<file path="src/rtl/fetch_seq_pkg.sv">
// fetch_seq_pkg: state encoding, phase constants and IR field-split helpers
// shared by the fetch sequencer and its PC counter.
package fetch_seq_pkg;

    typedef enum logic {
        S_FETCH  = 1'b0,
        S_LOADED = 1'b1
    } state_e;

    localparam logic PHASE_FETCH = 1'b0;
    localparam logic PHASE_EXEC  = 1'b1;

    localparam int DEF_PC_W    = 12;
    localparam int DEF_INSTR_W = 8;

    // Opcode occupies the upper half of the ROM word, operand the lower half.
    function automatic int field_w(input int instr_w);
        return instr_w / 2;
    endfunction

    localparam int OPC_W = field_w(DEF_INSTR_W);
    localparam int OPR_W = field_w(DEF_INSTR_W);

endpackage

</file>
<file path="src/rtl/pc_counter.sv">
// pc_counter: program counter register with synchronous active-low reset,
// increment enable, and a load that overrides the increment.
module pc_counter #(
    parameter int W = 12
) (
    input  logic         clk,
    input  logic         reset,
    input  logic         inc_i,
    input  logic         load_i,
    input  logic [W-1:0] load_val_i,
    output logic [W-1:0] pc_o
);

    logic [W-1:0] pc_q, pc_d;

    // Wraps modulo 2^W naturally through the fixed-width add.
    always_comb pc_d = load_i ? load_val_i : inc_i ? pc_q + W'(1) : pc_q;

    always_ff @(posedge clk)
        if (!reset) pc_q <= '0;
        else        pc_q <= pc_d;

    assign pc_o = pc_q;

endmodule

</file>
<file path="src/rtl/fetch_sequencer.sv">
// fetch_sequencer: turns the fetch/execute phase into ROM fetches, a PC and an IR.
// Optional bubble counter enabled by defining FETCH_SEQ_BUBBLE_CNT_EN.
module fetch_sequencer
    import fetch_seq_pkg::*;
#(
    parameter int PC_W    = DEF_PC_W,
    parameter int INSTR_W = DEF_INSTR_W
) (
    input  logic                   clk,
    input  logic                   reset,
    input  logic                   phase,
    input  logic                   enable_pc,
    input  logic                   load_pc,
    input  logic [PC_W-1:0]        pc_load_val,
    input  logic [INSTR_W-1:0]     rom_data,
    input  logic                   rom_valid,
`ifdef FETCH_SEQ_BUBBLE_CNT_EN
    input  logic                   bubble_clr,
    output logic [15:0]            bubble_cnt,
`endif
    output logic                   rom_req,
    output logic [PC_W-1:0]        pc_out,
    output logic [INSTR_W/2-1:0]   instr,
    output logic [INSTR_W/2-1:0]   oprnd,
    output logic                   exec_valid,
    output logic                   bubble
);

    localparam int FW = field_w(INSTR_W);

    state_e               state_q, state_d;
    logic [INSTR_W-1:0]   ir_q, ir_d;
    logic                 fetch_ok, exec_go;

    assign fetch_ok = state_q == S_FETCH && phase == PHASE_FETCH && rom_valid;
    assign exec_go  = state_q == S_LOADED && phase == PHASE_EXEC;

    always_ff @(posedge clk)
        if (!reset) begin
            state_q <= S_FETCH;
            ir_q    <= '0;
        end else begin
            state_q <= state_d;
            ir_q    <= ir_d;
        end

    // A desynced fetch phase in S_LOADED falls through and holds everything.
    always_comb begin
        state_d = fetch_ok ? S_LOADED : exec_go ? S_FETCH : state_q;
        ir_d    = fetch_ok ? rom_data : ir_q;
    end

    always_comb begin
        rom_req    = state_q == S_FETCH && phase == PHASE_FETCH;
        exec_valid = exec_go;
        bubble     = state_q == S_FETCH && phase == PHASE_EXEC;
        instr      = ir_q[INSTR_W-1:FW];
        oprnd      = ir_q[FW-1:0];
    end

    pc_counter #(.W(PC_W)) u_pc (
        .clk        (clk),
        .reset      (reset),
        .inc_i      (fetch_ok && enable_pc),
        .load_i     (exec_go && load_pc),
        .load_val_i (pc_load_val),
        .pc_o       (pc_out)
    );

`ifdef FETCH_SEQ_BUBBLE_CNT_EN
    logic [15:0] bubble_cnt_q, bubble_cnt_d;

    always_comb
        bubble_cnt_d = bubble_clr ? '0 :
                       (bubble && bubble_cnt_q != '1) ? bubble_cnt_q + 16'd1 : bubble_cnt_q;

    always_ff @(posedge clk)
        if (!reset) bubble_cnt_q <= '0;
        else        bubble_cnt_q <= bubble_cnt_d;

    assign bubble_cnt = bubble_cnt_q;
`endif

endmodule

</file>
<file path="config.mk">
export PLATFORM = sky130hd
export DESIGN_NAME = fetch_sequencer
export DESIGN_NICKNAME = d
export VERILOG_FILES = /design/src/rtl/fetch_seq_pkg.sv /design/src/rtl/pc_counter.sv /design/src/rtl/fetch_sequencer.sv
export SDC_FILE = /design/constraint.sdc
export NUM_CORES = 1
export LEC_CHECK = 0
export BUFFER_PORTS_ARGS = -buffer_cell sky130_fd_sc_hd__buf_2
export CORE_MARGIN = 4
export CORE_UTILIZATION = 45
export DETAILED_ROUTE_END_ITERATION = 10
export GPL_TIMING_DRIVEN = 0
export PLACE_DENSITY = 0.83
export SLEW_MARGIN = 20
export SYNTH_ARGS = -nofsm -noshare
export SYNTH_HDL_FRONTEND = slang
export SYNTH_SLANG_ARGS = --single-unit
</file>
<file path="constraint.sdc">
create_clock -name clk -period 1.83 [get_ports clk]
set_clock_uncertainty 0.05 [all_clocks]
set_input_delay 0.366 -clock clk [delete_from_list [all_inputs] [get_ports clk]]
set_output_delay 0.366 -clock clk [all_outputs]
set_load 0.005 [all_outputs]
</file>
==> summary.txt <==
Run status
  • Status: finished, final reports clean

Layout
  • Nets: 202
  • Number of fill cells: 202
  • Fin util: 0.641
  • Share of layout cells above drive strength 1: 0.351
  • Layout area overhead: 29.5%
  • Diode count: 0

STA
  • Relative slew slack: 0.770
  • Achievable clock frequency: 676 MHz
  • Minimum clock period: 1.48 ns
  • Final setup fails: 0
  • Actual slew at the worst max-slew pin: 0.345 ns
  • Unrepaired setup endpoints after global routing: no
  • Final Hold Vio Count: 0
  • Final Max Slew Viols: 0
  • Final setup TNS: 0 ns
  • Fin crit share: 0.809

Clocking
  • Max H-tree Level: 1
  • CTS tree: built
  • Root Driver: clkbuf_4
  • Clk buf depth: 2
  • Worst-skew pair later-pin latency: 0.30 ns
  • Total CTS buffers: 3
  • Worst-path clk slew: 0.11 ns
  • Setup Buffers After CTS: 0
  • CTS Sinks: 21
  • CTS resizes: 0
  • Post-CTS Hold Buffers: 0

Synthesis
  • Mapped cell area: 1020 um2
  • Largest cells by area after synthesis: dfxtp_1 (41%), nand2_1 (8.5%), xor2_1 (6.0%), a21boi_0 (5.9%), a21oi_1 (4.9%)
  • Synth unique cells: 25
  • Syn_area_per_cell: 8.37 um2
  • Seq/Total Area, Yosys: 0.412
  • Yosys top cell area share: 0.412
  • Syn Inst Count: 122
  • Asr flop ratio synth: 0
  • Synth warn: 0
  • Post-Syn Nets: 149
  • Synthesis-stage register bit count: 21
  • Synth area leader: dfxtp_1
  • EDFF count, synth: 0
  • Ys flop type: dfxtp_1

Die
  • Core area: 2060 um2
  • FP Rows: 16
  • Die X: 55.6 um
  • Die Ht: 55.6 um
  • DIE AREA: 3090 um2
  • I/O pin count: 49
  • Initial cell density of the core: 0.495

Power
  • Switching Power: 0.209 mW
  • Combinational share of power: 0.136
  • Pint: 0.614 mW
  • Sequential power share: 0.594
  • Clock network fraction of total power: 0.270
  • LEAKAGE: 0.624 nW
  • Worst IR Drop VDD: 0.000396 V
  • Sw Share: 0.254
  • Power Density: 623 nW/um2

Critical path
  • R2R Setup Slk: 0.42 ns
  • Worst Path Buf+Inv: 1
  • Slowest cell on crit path: dfxtp_1
  • Worst path top cell family by delay: flip-flops
  • Crit Path Class: reg -> out
  • CP Max Fanout: 6
  • Crit path arrival time: 1.06 ns
  • Req. time, crit path: 1.41 ns
  • Crit-path cells: and2b_2, buf_2
  • CP Capture Type: output port
  • CP Launch Type: flip-flop
  • Largest incremental delay on the critical path: 0.41 ns

GRT
  • Aggregate global-route resource usage: 0.167
  • Largest net degree at the start of global routing: 13
  • First-pass GRT wire length: 4200 um
  • Initial antenna violation count: 0
  • Vias in the first global route: 982
  • Total gr overflow: 0

Route
  • DRC errors left: 0
  • Routed vias/inst: 5.14
  • Routed wire per std cell: 12.9 um
  • DRT Pass-1 Iters: 4
  • Routed WL: 2590 um
  • Vias: 1034
  • Post-route ant nets: 0
  • DR iter-0 viols: 17

Hold path
  • Tightest Hold Check Type: in -> reg

Placed design
  • Hpwl dp: 2020 um
  • I/O Buffers: 48
  • Placer Congestion: 0.848

Run
  • Max Cap Violations: 0
flip-flops by register name (all words and copies together), names as in the netlist:
| register | flops |
|---|---|
| state_q | 1 |
| u_pc.pc_o | 12 |
| ir_q | 8 |
cell usage after synthesis (2+ instances only):
cell type and count:
and2_1 3, buf_2 3, o21ai_0 10, nor2_1 5, and3_1 2, dfxtp_1 21, clkbuf_2 2, xor2_1 7
a21boi_0 8, a21oi_1 10, and4_1 4, o211a_1 2, nand2_1 23, nand4_1 6, nand3_1 4, a211oi_1 3
final timing paths:
kind	from	endpoint	cells after the start
setup reg to reg	u_pc.pc_o[0]	u_pc.pc_o[10]	4
hold reg to reg	ir_q[5]	ir_q[5]	2
setup / recovery	state_q	bubble	2
hold / removal	phase	state_q	2
metal layers:
layer,vias up,share of wire,global-route usage
li1,535,-,-
met1,454,0.45,0.215
met2,40,0.46,0.262
met3,5,0.076,0.0348
met4,0,0.015,0.0833
met5,-,0,0
power by group through the flow:
stage / registers, mW / logic (mW) / clock network, mW
after floorplan: 0.499 / 0.0523 / 0
after global placement: 0.498 / 0.109 / 0
after detailed placement: 0.500 / 0.113 / 0
after CTS: 0.489 / 0.113 / 0.231
after global routing: 0.493 / 0.127 / 0.242
final: 0.489 / 0.112 / 0.222
cell usage in the layout (no fill, tap or decap):
| master | synthesis | routed |
|---|---|---|
| a211oi_1 | 3 | 3 |
| a21boi_0 | 8 | 8 |
| a21oi_1 | 10 | 10 |
| and2_1 | 3 | 3 |
| and2_2 | 1 | 1 |
| and2b_2 | 1 | 1 |
| and3_1 | 2 | 2 |
| and4_1 | 4 | 4 |
| and4bb_2 | 1 | 1 |
| buf_2 | 3 | 51 |
| buf_6 | 1 | 1 |
| clkbuf_1 | 1 | 1 |
| clkbuf_2 | 2 | 2 |
| clkbuf_4 | 0 | 3 |
| clkinv_2 | 0 | 1 |
| dfxtp_1 | 21 | 21 |
| ha_1 | 1 | 1 |
| mux2i_1 | 1 | 1 |
| nand2_1 | 23 | 23 |
| nand3_1 | 4 | 4 |
| nand4_1 | 6 | 6 |
| nor2_1 | 5 | 5 |
| nor3b_1 | 1 | 1 |
| o211a_1 | 2 | 2 |
| o21ai_0 | 10 | 10 |
| xnor2_1 | 1 | 1 |
| xor2_1 | 7 | 7 |
logic make-up after synthesis:
logic type	synth area share
fa+ha+maj	0.0123
xor+xnor	0.0686
mux	0.00980
compound gates	0.199
simple gates	0.260
buf+inv	0.0392
flops	0.412
layout make-up:
cell class,instances,area (um2),share of cell area
timing repair buffer,48,240,0.182
clock buffer,3,22.5,0.0170
buffer,7,40.0,0.0303
clock inverter,1,5.00,0.00378
multi-input combinational,94,561,0.424
tap,27,33.8,0.0255
sequential,21,420,0.318
per-stage QoR:
step	std cells	hold WS (ns)	total power, mW	setup WS, ns	instance area [um2]
after detailed placement	197	0.405	0.612	0.290	1290
after global routing	201	0.240	0.861	0.251	1320
after global placement	197	0.397	0.607	0.330	1290
after floorplan	122	0.392	0.551	0.523	1020
after CTS	201	0.226	0.833	0.335	1320
final	201	0.230	0.824	0.350	1320
Note: power is estimated with default switching activity, not from simulation.
